[src/rtl/dsp_add_sched.sv]
// Round-robin packer of up to two requests per cycle onto a shared two-lane adder.
// Latency: accepted in cycle t, response visible in cycle t+1; adder path is purely combinational.
// Backpressure: a held response blocks its requester until resp_ready drains it (same-cycle drain re-arms).
module dsp_add_sched #(
    parameter int width   = 24,
    parameter int num_req = 4
) (
    input  logic                     clock,
    input  logic                     reset,
    input  logic [num_req-1:0]       req_valid,
    output logic [num_req-1:0]       req_ready,
    input  logic [num_req*width-1:0] req_a,
    input  logic [num_req*width-1:0] req_b,
    output logic [num_req-1:0]       resp_valid,
    input  logic [num_req-1:0]       resp_ready,
    output logic [num_req*width-1:0] resp_data,
    output logic [width-1:0]         dsp_a,
    output logic [width-1:0]         dsp_b,
    output logic [width-1:0]         dsp_c,
    output logic [width-1:0]         dsp_d,
    input  logic [width-1:0]         dsp_y,
    input  logic [width-1:0]         dsp_z,
    output logic [31:0]              op_count
);

    localparam int pw = $clog2(num_req);

    generate
        if (width < 1 || width > 24 || num_req < 2 || num_req > 8) begin : g_param_err
            $error("dsp_add_sched: width must be 1..24 and num_req 2..8");
        end
    endgenerate

    logic [num_req-1:0] eligible;
    logic [pw-1:0]      ptr;
    logic [pw-1:0]      g0;
    logic [pw-1:0]      g1;
    logic               g0_vld;
    logic               g1_vld;

    function automatic logic [pw-1:0] next_idx(input logic [pw-1:0] i);
        return (int'(i) == num_req - 1) ? '0 : i + 1'b1;
    endfunction

    // Nothing is granted while reset is held, so the lanes idle at zero.
    always_comb begin
        eligible = '0;
        if (reset) begin
            eligible = req_valid & (~resp_valid | resp_ready);
        end
    end

    always_comb begin : grant_scan
        int idx;
        idx    = 0;
        g0     = '0;
        g1     = '0;
        g0_vld = 1'b0;
        g1_vld = 1'b0;
        for (int k = 0; k < num_req; k++) begin
            idx = int'(ptr) + k;
            if (idx >= num_req) begin
                idx = idx - num_req;
            end
            if (eligible[idx]) begin
                if (!g0_vld) begin
                    g0_vld = 1'b1;
                    g0     = pw'(idx);
                end else if (!g1_vld) begin
                    g1_vld = 1'b1;
                    g1     = pw'(idx);
                end
            end
        end
    end

    always_comb begin
        req_ready = '0;
        if (g0_vld) begin
            req_ready[g0] = 1'b1;
        end
        if (g1_vld) begin
            req_ready[g1] = 1'b1;
        end
    end

    assign dsp_a = g0_vld ? req_a[int'(g0)*width +: width] : '0;
    assign dsp_b = g0_vld ? req_b[int'(g0)*width +: width] : '0;
    assign dsp_c = g1_vld ? req_a[int'(g1)*width +: width] : '0;
    assign dsp_d = g1_vld ? req_b[int'(g1)*width +: width] : '0;

    always_ff @(posedge clock or negedge reset) begin
        if (!reset) begin
            resp_valid <= '0;
            resp_data  <= '0;
            ptr        <= '0;
            op_count   <= '0;
        end else begin
            for (int i = 0; i < num_req; i++) begin
                if (g0_vld && int'(g0) == i) begin
                    resp_data[i*width +: width] <= dsp_y;
                    resp_valid[i]               <= 1'b1;
                end else if (g1_vld && int'(g1) == i) begin
                    resp_data[i*width +: width] <= dsp_z;
                    resp_valid[i]               <= 1'b1;
                end else if (resp_ready[i]) begin
                    resp_valid[i] <= 1'b0;
                end
            end
            // Resume the scan just past the last requester served.
            if (g1_vld) begin
                ptr <= next_idx(g1);
            end else if (g0_vld) begin
                ptr <= next_idx(g0);
            end
            op_count <= op_count + 32'(g0_vld) + 32'(g1_vld);
        end
    end

endmodule

[config.mk]
export PLATFORM = sky130hd
export DESIGN_NAME = dsp_add_sched
export DESIGN_NICKNAME = d
export VERILOG_FILES = /design/src/rtl/dsp_add_sched.sv
export SDC_FILE = /design/constraint.sdc
export NUM_CORES = 1
export LEC_CHECK = 0
export ABC_AREA = 1
export CORE_AREA = 2 2 189 191
export DETAILED_ROUTE_END_ITERATION = 6
export DIE_AREA = 0 0 191 193
export GPL_TIMING_DRIVEN = 0
export PLACE_DENSITY = 0.73
export REMOVE_ABC_BUFFERS = 1
export SLEW_MARGIN = 15
export SYNTH_ARGS = -nofsm -noshare
export SYNTH_HDL_FRONTEND = slang
export SYNTH_SLANG_ARGS = --single-unit
[constraint.sdc]
create_clock -name clock -period 9.4 [get_ports clock]
set_clock_uncertainty 0.15 [all_clocks]
set_input_delay 1.88 -clock clock [delete_from_list [all_inputs] [get_ports clock]]
set_output_delay 1.88 -clock clock [all_outputs]
set_load 0.02 [all_outputs]
* Word-level counts from Yosys, hierarchy flattened
Index checks and enable logic that the tools add are counted.
** Word-level totals
- Register bits :: 134
- Input port bits :: 250
** Cells by class
- Add/subtract/negate cells :: 11
- Multipliers :: 2
- Order comparisons :: 12
- Equal/unequal tests :: 6
- Shifts and indexed selects :: 4
- Multiplexer cells :: 76
- Bitwise operators :: 4
- Reduce and logical (&&, ||, !) cells :: 21
** Operators with widths (number)
- $mux W24 :: 12
- $shiftx A96 B32 Y24 :: 2
- $shiftx A96 B8 Y24 :: 2
- $lt A32 B4 Y1 const B :: 4
- $mux W32 :: 4
- $add A32 B1 Y32 :: 2
- $mux W2 :: 19
- $mux W1 :: 32
- $mux W4 :: 3
- $reduce_bool A3 Y1 :: 4
- $sub A3 B3 Y4 const B :: 3
- $logic_and A1 B1 Y1 :: 10
- $reduce_bool A2 Y1 :: 5
- $ge A3 B3 Y1 const B :: 3
- $bmux W1 S2 :: 4
- $eq A2 B2 Y1 const B :: 4
- $mul A2 B2 Y4 const B :: 2
- $or A4 B4 Y4 :: 2
- $add A2 B2 Y3 const B :: 2
- $lt A2 B3 Y1 const B :: 2
- $add A2 B1 Y2 const B :: 2
- $and A4 B4 Y4 :: 1
- $demux W1 S2 :: 2
- $eq A2 B1 Y1 const B :: 2
- 6 further kinds :: 8

* Depth between registers and ports, before layout
- Depth in word-level cells :: 22
- Gate-level depth with buffers :: 25
- Depth with buffers taken out :: 24

* Least setup slack after synthesis
No wires, ideal clock.
- Path kind :: input to output
- Start point :: input resp_ready[3]
- End point :: output req_ready[0]
- Data arrival time :: 3.967 ns
- Setup slack :: 3.403 ns
- Cell stages on the path :: 20
- Path through :: inv_1 nand2_1 nand3_1 nand2_1 nand2_1 nand2_1 ha_1 inv_1 nand2_1 o21ai_0 nand2_1 nand3_2 nand2_2 buf_6 buf_2 inv_1 ha_1 nand2_2 nand2_2 buf_2
** On the way
- Cells in the longest elaborated chain, start to end :: 21
- Elaborated cells on any way between the ends :: 53
- Those cells by class :: 4 x order compare; 44 x mux; 3 x bitwise; 2 x reduce/logical
** RTL lines
- from (decl) :: RTL line 15 : input logic [num_req-1:0] resp_ready,
- $or A4 B4 Y4 (*) :: RTL line 49 : eligible = req_valid & (~resp_valid | resp_ready);
- $and A4 B4 Y4 (*) :: RTL line 49
- $mux W4 (*) :: RTL line 48 : if (reset) begin
- $bmux W1 S2 :: RTL line 65 : if (eligible[idx]) begin
- $mux W1 (not written as such) (2 in series) :: RTL line 65
- $mux W1 :: RTL line 65
- $mux W2 / $mux W1 (equally long branches) :: RTL line 66 : if (!g0_vld) begin
- $mux W2 / $mux W1 (equally long branches) :: RTL line 65
- [... 4 more ...]
- $mux W2 :: RTL line 66
- $mux W2 :: RTL line 65
- $lt A2 B3 Y1 (not written as such) / $ge A2 B1 Y1 (equally long branches) :: RTL line 83 : req_ready[g1] = 1'b1;
- $logic_and A1 B1 Y1 (not written as such) :: RTL line 83
- $mux W1 (not written as such) :: RTL line 83
- $demux W1 S2 :: RTL line 83
- $or A4 B4 Y4 (no source line)
- $mux W4 (*) :: RTL line 82 : if (g1_vld) begin
- to (decl) :: RTL line 11 : output logic [num_req-1:0] req_ready,
Mark *: on every way between the ends. The rest lies on a longest branch, timed or not. The select of a mux whose other input is x is not followed.

* Worst setup path in the final report
- Start point :: input resp_ready[3]
- End point :: output req_ready[3]
Same word-level chain as after synthesis.

==> metrics.cfg <==
[status]
status = finished clean

[clocking]
clock-sinks = 134
cts_tree = done
htreeDepth = 4
hold_buffers = 0
insertion_delay_ps = 420
cts_buffers = 17
cts.repair.resized = 1
clkTransAtPathRegs_ps = 60
clk_path_buf_depth = 2
post_cts_buffers = 0
cts-root-buf = clkbuf_16

[worst_setup_path]
crit_chain = clkdlybuf4s50_1 -> inv_1 -> nand2_1 -> nand3_1 -> nand2_1 -> nand2_1 -> nand2_1 -> ha_1 -> inv_1 -> nand2_1 -> o21ai_0 -> nand2_1 -> nand3_4 -> nand2_8 -> ha_1 -> nand2_2 -> nand2_2 -> clkdlybuf4s50_1
r2r_start = ptr[0]
cp-startpoint = resp_ready[3]
setup.worst_path.class = primary input to output pin
endpoint_kind = output pin
critPathArrivalTime_ps = 6920
critPathTopFamily = simple AND/OR/NAND/NOR gates
cp_slowest_cell = nand2_2
cpMostUsedCell = nand2_1
start_kind = primary input
crit_fanout = 59
crit_buf_inv = 4
critical_path_required_ps = 7370
cpPeakStageDelay_ps = 910

[sta]
rsz0062_at_grt = no
hold_violations = 0
fin_ws_ps = 453
final-setup-viol-count = 0
slew_viol_final = 0
tightest_slew_ps = 1200
fmax_ghz = 0.112
slew_headroom_pct = 19.8
post-route-min-period_ps = 8950
period_share_pct = 95.2

[final_layout]
final_nets = 2466
instances_no_fill = 2689
final_util_pct = 49.2
drive_above_1_share_pct = 5.78
design_area_um2 = 17200
area_delta_synth_final_pct = 49.6

[routing]
dr.pass1.iters = 7
vias_per_cell = 5.21
avgRoutedWirePerCell_um = 18.4
vias = 14000
wirelength_um = 49500
drtIter0Drc = 792
ant_nets = 0
drcViolationCount = 0

[placement]
io_buffers = 481
routabilityCongestion = 0.907
place.detailed.hpwl_um = 34200
pre_cts_slack_ps = -85.2
place_inst = 2646
place_area_um2 = 16500

[synthesis]
synth_area_leaders = dfrtp_1 (29%), nand2_1 (18%), nand3_1 (14%)
synth-xor-area-share_pct = 2.57
yosysWarnings = 0
synth_simple_gate_area_share_pct = 48.5
yosys_register_bits = 134
synth.top_cell.area_share_pct = 29.1
synth_area_um2 = 11500
yosysUniqueCellTypes = 39
yosysSeqAreaShare_pct = 29.1
avgSynthCellArea_um2 = 6.31
synthMuxAreaShare_pct = 0
syn_inst = 1822
synth-compound-area-share_pct = 8.22
yosysTopAreaCell = dfrtp_1
synth_top_family_by_area = simple AND/OR/NAND/NOR gates
synthAdderAreaFrac_pct = 1.37

[die]
die_height_um = 193
die_w_um = 191
coreArea_um2 = 35000
dieArea_um2 = 36900
num_rows = 69
floorplan.initialDensity_pct = 32.9
num_io_pins = 482

[global_route]
gr-total-overflow = 0
grt_usage_pct = 25.7
grt_max_degree = 91
grt_pass1_wl_um = 74100
antenna_found_initial = 9
grt_pass1_vias = 13300

[flow_run]
cap_viol_max_count = 0

[hold_path]
holdCritStartpoint = resp_data[46]
min_path_type = flop to flop

[through the flow]
stage,hold slack (ps),setup TNS (ps)
2_1_floorplan,432,0
3_3_place_gp,303,-1191480
3_5_place_dp,307,-85.2
4_1_cts,321,0
5_1_grt,339,0
6_report,320,0
[cell usage after synthesis, drive strengths merged]
cell and n:
clkbuf 28, dfrtp 134, nand3b 1, xor2 22, nand4 6, nor2 303
buf 104, nor4 1, nor3b 48, o22ai 2, nand3 323, inv 104
a21oi 51, o21a 48, nand2 561, clkinv 1, fa 1, o21ai 53
and3 1, xnor2 10, nor3 9, ha 11
[routing by layer]
metal	routed length (um)	global-route usage (%)
met1	18800	29.3
met2	23400	42.4
met3	5160	8.72
met4	2090	14.3
met5	13	0
[worst min-delay path, cell delays in order, from the launching register on]
cell,delay (ps)
dfrtp_1,340
nand2_1,60
nand2_1,50
[cell type report]
cell class	count	area, um^2
Sequential cell	134	3350
Multi-Input combinational cell	1451	7050
Tap cell	461	577
Clock inverter	13	205
Antenna cell	13	32.5
Timing Repair Buffer	495	5160
Inverter	105	403
Fill cell	3447	17800
Clock buffer	17	425
[logic make-up after synthesis]
kind of cell               count (synthesis)
buffers and inverters                    237
AOI/OAI and AO/OA                        154
DFF                                      134
adders and majority gates                 12
xor gates and xnor gates                  32
and+or+nand+nor                         1253
[worst paths after layout]
check	endpoint	slack, ps	cells past startpoint
worst max-delay path	req_ready[3]	450	18
worst min-delay path	resp_data[46]	320	2
worst max register to register	resp_data[3]	3950	19
worst min register to register	resp_data[46]	320	2
max in group asynchronous	op_count[19]	7110	2
min in group asynchronous	resp_data[94]	1210	1
[sequential cells by signal, summed over array words and instances, names as in the netlist]
signal      cells
resp_valid      4
ptr             2
resp_data      96
op_count       32
[cell usage in the layout, fill, tap and decap left out, types with 2 or more instances in the layout]
| cell | netlist | final |
|---|---|---|
| nand3_1 | 317 | 315 |
| clkdlybuf4s50_1 | 0 | 480 |
| nand2_2 | 19 | 14 |
| o22ai_1 | 2 | 2 |
| inv_4 | 2 | 3 |
| buf_12 | 0 | 6 |
| nand2_4 | 0 | 5 |
| a21oi_4 | 1 | 2 |
| nor3b_1 | 17 | 17 |
| dfrtp_1 | 134 | 134 |
| nand3_4 | 1 | 3 |
| a21oi_1 | 39 | 39 |
| clkinvlp_4 | 0 | 3 |
| nand2_1 | 542 | 541 |
| o21ai_1 | 5 | 5 |
| a21oi_2 | 11 | 10 |
| nor3b_2 | 31 | 31 |
| xnor2_1 | 9 | 9 |
| nand4_1 | 5 | 5 |
| nand3_2 | 5 | 5 |
| clkbuf_16 | 0 | 17 |
| o21a_1 | 48 | 48 |
| nor2_1 | 302 | 302 |
| inv_2 | 5 | 4 |
| ha_1 | 11 | 11 |
| xor2_1 | 21 | 21 |
| diode_2 | 0 | 13 |
| inv_1 | 97 | 96 |
| clkinv_2 | 0 | 4 |
| o21ai_0 | 48 | 48 |
| buf_16 | 0 | 8 |
| nor3_1 | 9 | 9 |
| bufinv_16 | 0 | 5 |
Power is not shown: default switching activity piles up to over one toggle a cycle in this logic, so the estimate is an artifact.
